===== config.mk =====
export PLATFORM = sky130hd
export DESIGN_NAME = handshake_consumer
export DESIGN_NICKNAME = d
export VERILOG_FILES = /design/src/rtl/handshake_pkg.sv /design/src/rtl/dav_synchronizer.sv /design/src/rtl/handshake_consumer.sv
export SDC_FILE = /design/constraint.sdc
export NUM_CORES = 1
export LEC_CHECK = 0
export CORE_ASPECT_RATIO = 1.1
export CORE_MARGIN = 2
export CORE_UTILIZATION = 50
export DETAILED_ROUTE_END_ITERATION = 12
export GPL_ROUTABILITY_DRIVEN = 1
export HOLD_SLACK_MARGIN = 0.03
export PLACE_DENSITY = 0.79
export SETUP_SLACK_MARGIN = 0.3
export SLEW_MARGIN = 5
export SYNTH_ARGS = -nofsm -noshare
export SYNTH_HDL_FRONTEND = slang
export SYNTH_SLANG_ARGS = --single-unit

===== constraint.sdc =====
create_clock -name clock -period 2.1 [get_ports clock]
set_input_delay 0.42 -clock clock [delete_from_list [all_inputs] [get_ports clock]]
set_output_delay 0.42 -clock clock [all_outputs]
set_load 0.05 [all_outputs]

===== src/rtl/handshake_pkg.sv =====
// Shared types for the dav_/rfd handshake consumer.
// STAR state encodings and width helpers.
package handshake_pkg;

  typedef enum logic [1:0] {
    S_WAIT = 2'd0,
    S_ACK  = 2'd1,
    S_DONE = 2'd2
  } star_t;

  // Sum width wide enough for k words of n bits.
  function automatic int sum_width(int n, int k);
    return n + $clog2(k);
  endfunction

  // Counter width able to hold the value k.
  function automatic int count_width(int k);
    return $clog2(k + 1);
  endfunction

endpackage


===== src/rtl/dav_synchronizer.sv =====
// Two-flop synchronizer for an active-low dav_ strobe.
// Flops reset to 1 (no data valid).
module dav_synchronizer (
  input  logic clock,
  input  logic reset,
  input  logic dav_in_,
  output logic dav_sync_
);

  logic meta_;

  // Two-stage shift toward the clock domain of the consumer.
  always_ff @(posedge clock or posedge reset) begin
    if (reset) begin
      meta_     <= 1'b1;
      dav_sync_ <= 1'b1;
    end else begin
      meta_     <= dav_in_;
      dav_sync_ <= meta_;
    end
  end

endmodule


===== src/rtl/handshake_consumer.sv =====
// Consumer end of the dav_/rfd handshake; sums K words per block.
// Optional macro HANDSHAKE_CONSUMER_DAV_SYNC_EN adds a dav_ synchronizer.
module handshake_consumer
  import handshake_pkg::*;
#(
  parameter int N = 8,
  parameter int K = 4
) (
  input  logic                       clock,
  input  logic                       reset,
  input  logic [N-1:0]               data,
  input  logic                       dav_,
  output logic                       rfd,
  output logic [sum_width(N,K)-1:0]  sum,
  output logic                       done
);

  localparam int SW = sum_width(N, K);
  localparam int CW = count_width(K);
  localparam logic [CW-1:0] KC = CW'(K);

  star_t         state;
  star_t         nxt;
  logic [CW-1:0] count;
  logic          dav_s;

`ifdef HANDSHAKE_CONSUMER_DAV_SYNC_EN
  dav_synchronizer u_sync (
    .clock     (clock),
    .reset     (reset),
    .dav_in_   (dav_),
    .dav_sync_ (dav_s)
  );
`else
  assign dav_s = dav_;
`endif

  // STAR state register.
  always_ff @(posedge clock or posedge reset) begin
    if (reset) state <= S_WAIT;
    else       state <= nxt;
  end

  // STAR next-state logic.
  always_comb begin
    nxt = state;
    unique case (state)
      S_WAIT: if (!dav_s) nxt = S_ACK;
      S_ACK: begin
        if (dav_s) nxt = (count == KC) ? S_DONE : S_WAIT;
      end
      S_DONE: nxt = S_WAIT;
      default: nxt = S_WAIT;
    endcase
  end

  // Moore outputs decoded from the STAR register.
  always_comb begin
    rfd  = (state == S_WAIT);
    done = (state == S_DONE);
  end

  // Accumulator and word counter; first word of a block overwrites sum.
  always_ff @(posedge clock or posedge reset) begin
    if (reset) begin
      sum   <= '0;
      count <= '0;
    end else if (state == S_WAIT && !dav_s) begin
      count <= count + CW'(1);
      if (count == '0) sum <= SW'(data);
      else             sum <= sum + SW'(data);
    end else if (state == S_DONE) begin
      count <= '0;
    end
  end

endmodule


; Yosys cells after proc, flatten, opt, wreduce, memory -nomap -nowiden
; Cells that the tools add are included.
[totals]
register_bits = 15
output_inout_bits = 12
inputBits = 11
word_cells = 23
[op_classes]
n_eq_ne = 5
mux = 7
reduce_logical = 6
addsub = 2
[ops]
columns = op, n
row1 = 10-bit by 8-bit adder with 10-bit output, 1
row2 = 10-bit 2-to-1 mux, 1
row3 = 2-bit 2-to-1 mux, 3
row4 = 3-bit 2-to-1 mux, 2
row5 = 2-bit != test (second input constant), 2
row6 = 2-bit one-hot mux with 2 select lines, 1
row7 = 3-bit by 1-bit adder with 3-bit output (second input constant), 1
row8 = 3-bit == test (second input constant), 1
row9 = 3-bit logical NOT, 1
row10 = 2-bit by 1-bit == test with 1-bit output (second input constant), 1
row11 = 2-bit == test (second input constant), 1
row12 = 2-bit logical NOT, 1
row13 = 2-bit AND reduction, 1
row14 = 2-bit nonzero test, 1
row15 = 1-bit logical AND, 1
row16 = 1-bit logical NOT, 1

; Logic depth before layout (Yosys ltp)
[logic_depth]
ltp_word = 4
ltp_mapped = 7
depth_no_buf = 7

; Least setup slack after synthesis
; OpenSTA, ideal clock, no wires.
[synth_path]
path_type = register -> register
startpoint = register sum[0]
endpoint = register sum[6]
arrival_time_ns = 2.147
path_slack_ns = -0.129
setup_time_ns = 0.082
period_less_slack_ns = 2.229
n_path_buf = 0
path_stages_with_launch = 8
required_ns = 2.018
path_cell_list = dfrtp_1 > ha_1 > fa_1 > a21o_1 > a221oi_1 > xnor2_1 > nand2_1 > a31oi_1
[synth_via]
elab_chain_cells = 2
[synth_lines]
columns = element, line
row1 = from (decl), handshake_consumer.sv:14  ; output logic [sum_width(N,K)-1:0] sum,
row2 = from (signal assigned), handshake_consumer.sv:70  ; if (count == '0) sum <= SW'(data);
row3 = from (signal assigned), handshake_consumer.sv:71  ; else sum <= sum + SW'(data);
row4 = 10-bit by 8-bit adder with 10-bit output, handshake_consumer.sv:71
row5 = 10-bit 2-to-1 mux, handshake_consumer.sv:70
; No other way between the ends.
; A chain may end at the register's enable or synchronous reset.

; Worst setup path in the final report
; Same ends and word-level chain as after synthesis.

==> results_dict.tcl <==
set metrics [dict create \
    outcome "finished clean" \
    crit_start "sum[0]" \
    cts_buffers 3 \
    grt_pass1_wl_um 5400 \
    critPathLaunchType "flip-flop" \
    die_width_um 48.4 \
    hold_violations 0 \
    fin_skew_ns 0.00158 \
    grt_max_degree 17 \
    sequentialPowerShare_pct 22.4 \
    drv_slew 0 \
    max-cap-violations 0 \
    relSlewSlack_pct 58.1 \
    r2r_cells 7 \
    antenna_cells 0 \
    internal_power_mw 1.25 \
    netSwitchingFraction_pct 51.0 \
    synthArstFlopShare_pct 100 \
    synth_ff_type "dfrtp_1" \
    leakage_nw 0.711 \
    hold_depth 3 \
    yosysSeqAreaShare_pct 34.6 \
    report.final.setup_viol 0 \
    globalRoute.totalOverflow 0 \
    totalWireLength_um 3210 \
    rsz0062_at_grt "true" \
    max_freq_mhz 531 \
    grt_pass1_vias 1167 \
    total_power_mw 2.56 \
    wl_per_cell_um 17.0 \
    synth-edff-count 0 \
    n_fill_cell 143 \
    crit_end "sum[6]" \
    final.period_utilization_pct 89.6 \
    core.rowCount 17 \
    cts_tree "done" \
    synth_area_um2 1080 \
    vias 1163 \
    clk_latency_ns 0.28 \
    grt.total_usage_pct 27.9 \
    clkPwrFrac_pct 6.7 \
    post-place-ws_ns -0.252 \
    p_switching_mw 1.30 \
    syn_avg_cell_area_um2 8.67 \
    r2r-end "sum[6]" \
    combPwrFrac_pct 70.9 \
    drtAntennaViolNets 0 \
    regArea_um2 385 \
    cts_buffer_depth 2 \
    grt_antenna_before_repair 0 \
    die_area_um2 2560 \
    start_util_pct 53.6 \
    power_density_nw_per_um2 1610 \
    multi_input_area_um2 805 \
    ys_ff_latch 15 \
    rrSetupSlack_ns 0.22 \
    drive_above_1_share_pct 29.2 \
    worst_slack_ns 0.218 \
    cp_data_arrival_time_ns 2.09 \
    syn2layout_area_growth_pct 46.3 \
    tightest_slew_ns 0.628 \
    synth_nets 147 \
    io_buffers 22 \
    place_congestion 0.859 \
    io_pins 23 \
    synthCells 125 \
    clock_sinks 15 \
    cts_root_buf "clkbuf_4" \
    cp-end-kind "flip-flop" \
    path_max_fanout 3 \
    drt_iter0_drc 56 \
    ir_drop_uv 1040 \
    yosysUniqueCellTypes 36 \
    hpwlAfterDp_um 2310 \
    cts_hold_buf 0 \
    core_um2 2020 \
    critPathRequiredTime_ns 2.31 \
    drt-pass1-iter-count 4 \
    clk_pin_slew_ns 0.10 \
    critPathKind "reg -> reg" \
    synth_warnings 0 \
    h-tree-depth 1 \
    r2r-start "sum[0]" \
    viasPerCell 6.15 \
    fp.dieH_um 52.8 \
    fin_nets 184 \
    drc 0 \
    min_period_ns 1.88 \
    hold_path.class "in -> reg" \
]
## routing by layer
layer,GRT usage [%],vias up,part of all wire [%]
met5,0,-,0
met4,12.4,0,3.5
met3,3.14,16,4.6
met2,51.9,58,50
met1,32.9,559,41
li1,-,530,-
## stage by stage
| stage | utilization, % | TNS [ns] | std cells | hold WS [ns] | area [µm²] |
|---|---|---|---|---|---|
| floorplan | - | 0 | 125 | 0.321 | 1160 |
| global placement | 73.9 | -0.699 | 183 | 0.487 | 1490 |
| detailed placement | 73.9 | -0.930 | 183 | 0.505 | 1490 |
| CTS | 77.3 | 0 | 188 | 0.522 | 1560 |
| global route | 78.5 | 0 | 189 | 0.471 | 1590 |
| finish | 78.5 | 0 | 189 | 0.435 | 1590 |
## sequential cells by signal (all words and copies together), names as in the netlist
name and count:
count 3, state 2, sum 10
## power groups by stage
stage | clock, mW | combinational (mW) | sequential [mW]
after detailed placement | 0 | 1.72 | 0.570
after CTS | 0.174 | 1.75 | 0.570
after global placement | 0 | 1.66 | 0.556
final | 0.172 | 1.81 | 0.573
after floorplan | 0 | 0.852 | 0.869
after global routing | 0.189 | 1.95 | 0.595
## worst min-delay path by stage
stage / from / slack [ns] / endpoint
after floorplan: reset / 0.32 / count[0]
after global placement: sum[7] / 0.49 / sum[7]
after detailed placement: sum[7] / 0.51 / sum[7]
after CTS: reset / 0.52 / sum[1]
after global routing: data[7] / 0.47 / sum[7]
final: data[7] / 0.44 / sum[7]
## placed cells by master (no fill, tap or decap), drive strengths merged, types with 2 or more instances in the layout
cell type,count
dlygate4sd2,17
nand2,16
buf,16
dfrtp,15
a21oi,14
nor2,10
ha,10
inv,5
nand3,5
nor3,5
a21o,4
a31oi,3
xor2,3
and3,3
o31ai,3
clkbuf,3
o21ai,3
xnor2,2
clkdlybuf4s50,2
nor2b,2
nand2b,2
a211oi,2
## Yosys cell counts (all sizes together), types with 2 or more instances
master / count / area [µm²]
xor2: 3 / 26.3
o21ai: 3 / 15.0
nand3: 5 / 25.0
nor3: 5 / 36.3
nand2: 16 / 62.6
dfrtp: 15 / 375
and3: 3 / 18.8
nand2b: 2 / 12.5
xnor2: 2 / 17.5
clkbuf: 4 / 16.3
a31oi: 3 / 18.8
inv: 5 / 18.8
a21oi: 14 / 70.1
a21o: 4 / 30.0
ha: 10 / 125
nor2: 10 / 37.5
nor2b: 2 / 12.5
a211oi: 2 / 15.0
o31ai: 3 / 22.5
## critical path, cell delays in order, from the launching register on
cell	delay (ns)
dfrtp_2	0.45
ha_4	0.17
fa_2	0.33
a21o_1	0.19
a221oi_2	0.28
xnor2_1	0.15
nand2_1	0.07
a31oi_1	0.16
## final cells by class
type | count | share of cell area [%]
clock buffer | 3 | 1.42
inverter | 5 | 1.18
clock inverter | 1 | 0.316
timing repair buffer | 36 | 19.8
multi-input combinational | 101 | 50.7
tap | 28 | 2.21
sequential | 15 | 24.3
## cell families (layout without fill, tap and decap cells)
logic type	count (synthesis)	in the layout	synth area share, %
muxes	1	1	0.924
buffers and inverters	9	45	3.23
and+or+nand+nor	49	49	23.2
xor gates and xnor gates	5	5	4.04
DFF	15	15	34.6
adders and majority gates	11	11	13.4
AOI/OAI and AO/OA	35	35	20.6
## timing repair
item | CTS | global route
pin swaps | 6 | 7
setup endpoints to repair | 17 | 5
gates resized for setup | 25 | 5
setup buffers | 1 | 1
(Power assumes the default switching activity.)
